--- config.mk ---
export PLATFORM = sky130hd
export DESIGN_NAME = pipe_negator
export DESIGN_NICKNAME = d
export VERILOG_FILES = /design/src/rtl/pipe_negator_pkg.sv /design/src/rtl/neg_chunk.sv /design/src/rtl/pipe_negator.sv
export SDC_FILE = /design/constraint.sdc
export NUM_CORES = 1
export LEC_CHECK = 0
export BUFFER_PORTS_ARGS = -buffer_cell sky130_fd_sc_hd__buf_2
export CAP_MARGIN = 20
export CORE_ASPECT_RATIO = 1.5
export CORE_UTILIZATION = 59
export DETAILED_ROUTE_END_ITERATION = 8
export PLACE_DENSITY = 0.88
export SLEW_MARGIN = 20
export SYNTH_ARGS = -nofsm -noshare
export SYNTH_HDL_FRONTEND = slang
export SYNTH_HIERARCHICAL = 1
export SYNTH_SLANG_ARGS = --single-unit
--- constraint.sdc ---
create_clock -name clk -period 3.7 [get_ports clk]
set_clock_uncertainty 0.15 [all_clocks]
set_input_delay 0.555 -clock clk [delete_from_list [all_inputs] [get_ports clk]]
set_output_delay 0.555 -clock clk [all_outputs]
set_load 0.02 [all_outputs]
--- src/rtl/pipe_negator_pkg.sv ---
// Shared definitions for the chunked pipelined negator: operand mode encodings.
package pipe_negator_pkg;

    typedef enum logic [1:0] {
        MODE_PASS = 2'b00,
        MODE_NEG  = 2'b01,
        MODE_ABS  = 2'b10,
        MODE_RSVD = 2'b11
    } mode_t;

endpackage

--- src/rtl/neg_chunk.sv ---
// One pipeline slice: conditionally inverts a CHUNK-bit slice and adds the incoming carry.
module neg_chunk #(
    parameter int CHUNK = 16
) (
    input  logic [CHUNK-1:0] chunk,
    input  logic             inv,
    input  logic             carry_in,
    output logic [CHUNK-1:0] result,
    output logic             carry_out
);

    logic [CHUNK-1:0] operand;

    assign operand = inv ? ~chunk : chunk;

    // Carry-out of this slice becomes the carry-in of the next, one register later.
    assign {carry_out, result} = {1'b0, operand} + {{CHUNK{1'b0}}, carry_in};

endmodule

--- src/rtl/pipe_negator.sv ---
// Pipelined PASS / NEG / ABS unit: two's-complement negation resolved CHUNK bits
// per stage, with a global stall and a valid bit travelling with each operand.
module pipe_negator
    import pipe_negator_pkg::*;
#(
    parameter int WIDTH = 64,
    parameter int CHUNK = 16
) (
    input  logic             clk,
    input  logic             clr_n,
    input  logic             in_valid,
    output logic             in_ready,
    input  logic [WIDTH-1:0] in_data,
    input  logic [1:0]       in_mode,
    output logic             out_valid,
    input  logic             out_ready,
    output logic [WIDTH-1:0] out_data,
    output logic             out_ovf
);

    localparam int STAGES = WIDTH / CHUNK;
    localparam logic [WIDTH-1:0] CHUNK_MASK = WIDTH'({CHUNK{1'b1}});

    // True for the one value whose negation is not representable.
    function automatic logic is_most_negative(input logic [WIDTH-1:0] v);
        return v == {1'b1, {(WIDTH-1){1'b0}}};
    endfunction

    // Invert decision taken once at entry; later stages only follow the flag.
    function automatic logic invert_decision(input mode_t m, input logic msb);
        logic inv;
        case (m)
            MODE_NEG: inv = 1'b1;
            MODE_ABS: inv = msb;
            default:  inv = 1'b0;
        endcase
        return inv;
    endfunction

    // Stage registers: slot k holds chunks 0..k resolved, upper chunks still raw.
    logic             vld_p   [STAGES];
    logic             inv_p   [STAGES];
    logic             carry_p [STAGES];
    logic             ovf_p   [STAGES];
    logic [WIDTH-1:0] data_p  [STAGES];

    // Inputs seen by each stage's slice and the values it will register.
    logic             src_vld   [STAGES];
    logic             src_inv   [STAGES];
    logic             src_carry [STAGES];
    logic             src_ovf   [STAGES];
    logic [WIDTH-1:0] src_data  [STAGES];
    logic [CHUNK-1:0] chunk_res [STAGES];
    logic             carry_nxt [STAGES];
    logic [WIDTH-1:0] data_nxt  [STAGES];

    logic in_inv;
    logic stall;

    assign in_inv    = invert_decision(mode_t'(in_mode), in_data[WIDTH-1]);
    assign stall     = vld_p[STAGES-1] & ~out_ready;
    assign in_ready  = ~stall;
    assign out_valid = vld_p[STAGES-1];
    assign out_data  = data_p[STAGES-1];
    assign out_ovf   = ovf_p[STAGES-1];

    for (genvar k = 0; k < STAGES; k++) begin : g_stage
        if (k == 0) begin : g_first
            // Stage 0 boundary: operand enters, carry-in equals the invert flag.
            assign src_vld[k]   = in_valid;
            assign src_inv[k]   = in_inv;
            assign src_carry[k] = in_inv;
            assign src_ovf[k]   = in_inv & is_most_negative(in_data);
            assign src_data[k]  = in_data;
        end else begin : g_next
            // Stage k boundary: consume the previous slot's registered state.
            assign src_vld[k]   = vld_p[k-1];
            assign src_inv[k]   = inv_p[k-1];
            assign src_carry[k] = carry_p[k-1];
            assign src_ovf[k]   = ovf_p[k-1];
            assign src_data[k]  = data_p[k-1];
        end

        neg_chunk #(.CHUNK(CHUNK)) u_chunk (
            .chunk     (src_data[k][k*CHUNK +: CHUNK]),
            .inv       (src_inv[k]),
            .carry_in  (src_carry[k]),
            .result    (chunk_res[k]),
            .carry_out (carry_nxt[k])
        );

        assign data_nxt[k] = (src_data[k] & ~(CHUNK_MASK << (k*CHUNK)))
                           | (WIDTH'(chunk_res[k]) << (k*CHUNK));
    end

    // Pipeline advance: every slot shifts together unless the output is blocked.
    always_ff @(posedge clk or negedge clr_n) begin
        if (!clr_n) begin
            for (int k = 0; k < STAGES; k++) begin
                vld_p[k]   <= 1'b0;
                inv_p[k]   <= 1'b0;
                carry_p[k] <= 1'b0;
                ovf_p[k]   <= 1'b0;
                data_p[k]  <= '0;
            end
        end else if (!stall) begin
            for (int k = 0; k < STAGES; k++) begin
                vld_p[k]   <= src_vld[k];
                inv_p[k]   <= src_inv[k];
                carry_p[k] <= carry_nxt[k];
                ovf_p[k]   <= src_ovf[k];
                data_p[k]  <= data_nxt[k];
            end
        end
    end

endmodule

==> flow_summary.json, run 1 <==
{
  "met2_length_microns": 13100,
  "drv_cap": 0,
  "instances_no_fill": 1831,
  "hold_violations": 0,
  "worst_hold_slack_ns": 0.0677,
  "top_layer": "met5",
  "cts_buffers": 25,
  "die_w_microns": 123,
  "grtUsageTotal_pct": 23.6,
  "power_leakage_nw": 7.39,
  "hold_class": "input pin to flop",
  "setup_viol": 0,
  "die_y_microns": 184,
  "slew_headroom_pct": 45.7,
  "dp.cells": 1782,
  "clkTransAtPathRegs_ns": 0.06,
  "io_pins": 137,
  "grt_pass1_vias": 9225,
  "path_delay_family": "simple AND/OR/NAND/NOR gates",
  "clkLatencyLatePin_ns": 0.53,
  "drc": 0,
  "area_growth_pct": 9.29,
  "dr.pass1.iters": 7,
  "outcome": "completed",
  "netlist_area_sq_um": 13000,
  "gp_congestion": 0.880,
  "power_density_nw_per_um2": 794,
  "initial_core_util_pct": 59.9,
  "vias": 9547,
  "via_per_inst": 5.21,
  "critPathBufInv": 3,
  "grt_first_pass_wirelength_microns": 42900,
  "fillCellCount": 1757,
  "slowest_delay_ns": 0.42,
  "grt_overflow": 0,
  "period_share_pct": 80.6,
  "yosysWarnings": 6,
  "core_area_sq_um": 21600,
  "peakVddDrop_mv": 0.596,
  "wl_met1_microns": 10300,
  "port_buffers": 136,
  "clockRootBuffer": "clkbuf_16",
  "finalPower_mw": 11.3,
  "place_ws_ns": 0.240,
  "cpMaxStageDelayCell": "nor2_2",
  "crit_chain": "buf_2 > inv_1 > ha_1 > nor2_2 > buf_4 > nor4b_1 > o221ai_1 > a211oi_1 > mux2i_1 > xnor2_1 > nand2_1 > nand2_1",
  "worstMarginPinSlew_ns": 0.814,
  "grt_max_degree": 152,
  "clockBufferDepth": 3,
  "avgSynthCellArea_sq_um": 8.69,
  "fin_setup_tns_ns": 0,
  "htreeDepth": 1,
  "layout_min_cycle_time_ns": 2.98,
  "final_nets": 1618,
  "synth_fp_nets": 1573,
  "crit_top_cell": "nand2_1",
  "cp-end-kind": "flop",
  "dr_wl_met3_microns": 1220,
  "cp.required_ns": 4.03,
  "wirelength_microns": 25500,
  "slew_viol_final": 0,
  "drive_gt1_share_pct": 14.0,
  "synthCells": 1493,
  "start_kind": "input pin",
  "antenna_found_initial": 6,
  "rsz0062_at_grt": "false",
  "fin_ws_ns": 0.719,
  "die-area_sq_um": 22600,
  "max_freq_mhz": 335,
  "cp_max_fo": 20,
  "clock_sinks": 270,
  "hpwl_microns": 17200,
  "drt-initial-drc-count": 691,
  "path_class": "input pin to flop",
  "cp.arrival_ns": 3.31,
  "avgRoutedWirePerCell_microns": 13.9,
  "row_count": 66,
  "cts_tree": "built",
  "route.antenna.remaining_nets": 0
}
==> cells in the final DEF, fill, tap and decap left out, types with 14 or more instances in the layout <==
cell and n:
nor2_1 15, dfrtp_1 270, clkbuf_16 25, mux2i_1 28, xor2_1 28, buf_4 14
buf_2 135, nand2_1 805, xnor2_1 56
==> layout make-up <==
type,count,area (sq um),share of cell area [%]
Sequential cell,270,6760,47.7
Multi-Input combinational cell,1085,5340,37.7
Timing Repair Buffer,153,846,5.97
Clock buffer,37,751,5.30
Tap cell,272,340,2.40
Clock inverter,7,108,0.759
Inverter,3,18.8,0.132
Antenna cell,4,10.0,0.0706
==> power breakdown <==
group	switching (mW)	internal [mW]	total (mW)	leakage, nW
combinational	2.23	1.33	3.55	3.65
clock	1.09	1.55	2.64	0.425
sequential	0.862	4.20	5.06	3.31
==> state kept, by name (all words and copies together) (netlist names) <==
signal and flops:
out_valid 1, inv_p 3, src_vld 3, out_data 64
out_ovf 1, ovf_p 3, data_p 192, carry_p 3
==> through the flow <==
step	util [%]	area [sq um]
after floorplan	-	13000
after global placement	61.5	13300
after detailed placement	61.5	13300
after CTS	65.5	14200
after global routing	65.5	14200
final	65.5	14200
==> worst min-delay path, delay by kind of cell <==
family                 cells  cell delay, ns
and+or+nand+nor            2            0.10
buffers and inverters      1            0.07
==> final timing paths <==
check	startpoint	to	slack, ns	depth (start not counted)
max in group asynchronous	clr_n	out_data[61]	1.98	3
worst max register to register	inv_p[3]	data_p[159]	0.85	7
min in group asynchronous	clr_n	data_p[96]	0.45	2
worst min-delay path	in_valid	src_vld[2]	0.07	3
worst min register to register	out_data[45]	out_data[45]	0.31	2
worst max-delay path	in_mode[0]	data_p[207]	0.72	12
==> layer usage <==
layer  up-vias  GRT usage [%]
li1       4770              -
met1      4524           29.3
met2       193           41.1
met3        56           3.82
met4         4           8.87
met5         -              0
==> repair_timing <==
item | in CTS | in global routing
resized for setup | 0 | 0
hold endpoints to repair | 85 | 0
setup buffers | 0 | 0
hold buffers | 1 | 0
No activity file was read; power rests on OpenSTA's default activity.
==> inputs of run 2 (changes only) <==
--- a/config.mk
+++ b/config.mk
@@ -8,9 +8,9 @@
 export BUFFER_PORTS_ARGS = -buffer_cell sky130_fd_sc_hd__buf_2
 export CAP_MARGIN = 20
 export CORE_ASPECT_RATIO = 1.5
-export CORE_UTILIZATION = 59
+export CORE_UTILIZATION = 53
 export DETAILED_ROUTE_END_ITERATION = 8
-export PLACE_DENSITY = 0.88
+export PLACE_DENSITY = 0.84
 export SLEW_MARGIN = 20
 export SYNTH_ARGS = -nofsm -noshare
 export SYNTH_HDL_FRONTEND = slang
==> constraint.sdc (replaced) <==
create_clock -name clk -period 2.45 [get_ports clk]
set_clock_uncertainty 0.15 [all_clocks]
set_input_delay 0.3675 -clock clk [delete_from_list [all_inputs] [get_ports clk]]
set_output_delay 0.3675 -clock clk [all_outputs]
set_load 0.02 [all_outputs]
==> run 2 against run 1 <==
Clock power increased by 49%. Total power increased by 55%. Critical path depth decreased by 5. Utilization decreased by 1.0 points. Sequential share of layout area decreased by 3.7 points. Cell count increased by 8.1%. Count of clock-buffer cells in the layout unchanged. Combinational power increased by 66%. Via count increased by 6.6%. Design area increased by 8.4%. Worst setup slack got worse by 0.62 ns.
==> flow_summary.json, run 2 (synthesis gave the netlist of run 1 again) <==
{
  "antenna_found_initial": 2,
  "cts_tree": "built",
  "utilization_pct": 64.5,
  "route.antenna.remaining_nets": 0,
  "htreeDepth": 1,
  "worstMarginPinSlew_ns": 0.656,
  "via_per_inst": 5.14,
  "outcome": "completed",
  "rr_endpoint": "data_p[158]",
  "wirelength_microns": 28200,
  "hold_class": "input pin to flop",
  "finalPower_mw": 17.4,
  "crit-reg2reg-launch": "data_p[218]",
  "avgRoutedWirePerCell_microns": 14.2,
  "max_freq_mhz": 425,
  "io_pins": 137,
  "power_density_nw_per_um2": 1130,
  "power_leakage_nw": 7.89,
  "vias": 10200,
  "clockBufferDepth": 3,
  "die_y_microns": 194,
  "p_switching_mw": 6.53,
  "start_kind": "flop",
  "gp_congestion": 0.917,
  "p_clk_share_pct": 22.6,
  "grt_first_pass_wirelength_microns": 47700,
  "setup_viol": 0,
  "rr_worst_depth": 7,
  "core_area_sq_um": 23800,
  "dp.cells": 1881,
  "layout_min_cycle_time_ns": 2.35,
  "initial_core_util_pct": 54.4,
  "drc": 0,
  "area_growth_pct": 18.5,
  "cts_buffers": 26,
  "grtUsageTotal_pct": 23.4,
  "instances_no_fill": 1980,
  "endpoint": "data_p[158]",
  "die_w_microns": 130,
  "cp.arrival_ns": 2.66,
  "drt-initial-drc-count": 615,
  "cp-end-kind": "flop",
  "die-area_sq_um": 25100,
  "grt_max_degree": 105,
  "final_nets": 1719,
  "slew_headroom_pct": 56.3,
  "place_ws_ns": -0.413,
  "clock_sinks": 270,
  "p_int_mw": 10.9,
  "cp.required_ns": 2.76,
  "port_buffers": 136,
  "period_share_pct": 96.1,
  "clkTransAtPathRegs_ns": 0.06,
  "peakVddDrop_mv": 0.677,
  "final_cell_mix": "805 x nand2_1, 270 x dfrtp_1, 135 x buf_2",
  "row_count": 69,
  "netSwitchingFraction_pct": 37.4,
  "largest_register": "data_p",
  "cp_max_fo": 4,
  "fillCellCount": 1912,
  "slew_viol_final": 0,
  "clockRootBuffer": "clkbuf_16",
  "path_class": "flop to flop",
  "regToRegSetupSlack_ns": 0.1,
  "p_comb_share_pct": 33.9,
  "hpwl_microns": 18600,
  "grt_overflow": 0,
  "seqPwrFrac_pct": 43.6,
  "fin_setup_tns_ns": 0,
  "post_cts_buffers": 0,
  "cp-startpoint": "data_p[218]",
  "dr.pass1.iters": 5,
  "largest_reg_flops": 192,
  "grt_pass1_vias": 10200,
  "clkLatencyLatePin_ns": 0.52,
  "fin_ws_ns": 0.0964,
  "drv_cap": 0,
  "drive_gt1_share_pct": 18.5,
  "layout_commonest_cell": "nand2_1",
  "hold_violations": 0
}
==> run 2: cell types whose count changed in the layout (fill, tap and decap cells not counted), sizes merged <==
cell / delta
inv: -2
bufinv: -1
clkinv: +6
dlygate4sd3: +48
diode: -1
buf: +52
==> run 2: worst max-delay path, stage by stage (launching register included) <==
cell      delay [ns]
dfrtp_1         0.39
or4b_1          0.56
mux2_4          0.31
or3_4           0.41
o211ai_2        0.18
xor2_1          0.15
nand2_1         0.06
nand2_1         0.07
==> run 2: repair_timing <==
| item | CTS | global route |
|---|---|---|
| endpoints found under the setup margin | 0 | 12 |
| hold endpoints to repair | 102 | 0 |
| gates resized for setup | 0 | 13 |
| hold buffers | 49 | 0 |
==> run 2: power by group through the flow <==
stage | logic [mW] | clock network (mW) | registers (mW)
after CTS | 5.93 | 4.02 | 7.57
after floorplan | 4.99 | 0 | 7.35
final | 5.91 | 3.93 | 7.60
after detailed placement | 5.83 | 0 | 7.63
after global placement | 5.63 | 0 | 7.53
after global routing | 6.73 | 4.19 | 7.86
==> run 2: worst min path at each step <==
| stage | cells after the start | start | slack [ns] | endpoint |
|---|---|---|---|---|
| after floorplan | 0 | clr_n | -0.08 | carry_p[1] |
| after global placement | 1 | clr_n | 0.20 | data_p[138] |
| after detailed placement | 1 | clr_n | 0.20 | data_p[138] |
| after CTS | 4 | in_data[14] | 0.006 | data_p[206] |
| after global routing | 4 | in_data[15] | 0.02 | data_p[207] |
| final | 4 | in_data[15] | 0.03 | data_p[207] |
==> run 2: layout make-up <==
type                       instances  area (sq um)  share of cell area [%]
sequential                       270          6760                    44.0
multi-input combinational       1085          5550                    36.1
timing repair buffer             253          1780                    11.6
clock buffer                      37           763                    4.97
tap                              319           399                    2.60
clock inverter                    10          82.6                   0.537
inverter                           3          26.3                   0.171
antenna                            3          7.51                  0.0488
==> run 2: stage by stage <==
step | hold WS [ns] | area [sq um]
2_1_floorplan | -0.0781 | 13200
3_3_place_gp | 0.199 | 14000
3_5_place_dp | 0.204 | 14000
4_1_cts | 0.00645 | 15300
5_1_grt | 0.0229 | 15400
6_report | 0.0348 | 15400
==> run 2: layer usage <==
| layer | wire length (microns) | share of wire, % | vias to the layer above | global-route usage (%) |
|---|---|---|---|---|
| li1 | - | - | 4952 | - |
| met1 | 11300 | 40 | 4890 | 28.6 |
| met2 | 14800 | 53 | 250 | 41.7 |
| met3 | 1030 | 3.6 | 87 | 2.90 |
| met4 | 979 | 3.5 | 0 | 8.70 |
| met5 | 0 | 0 | - | 0 |
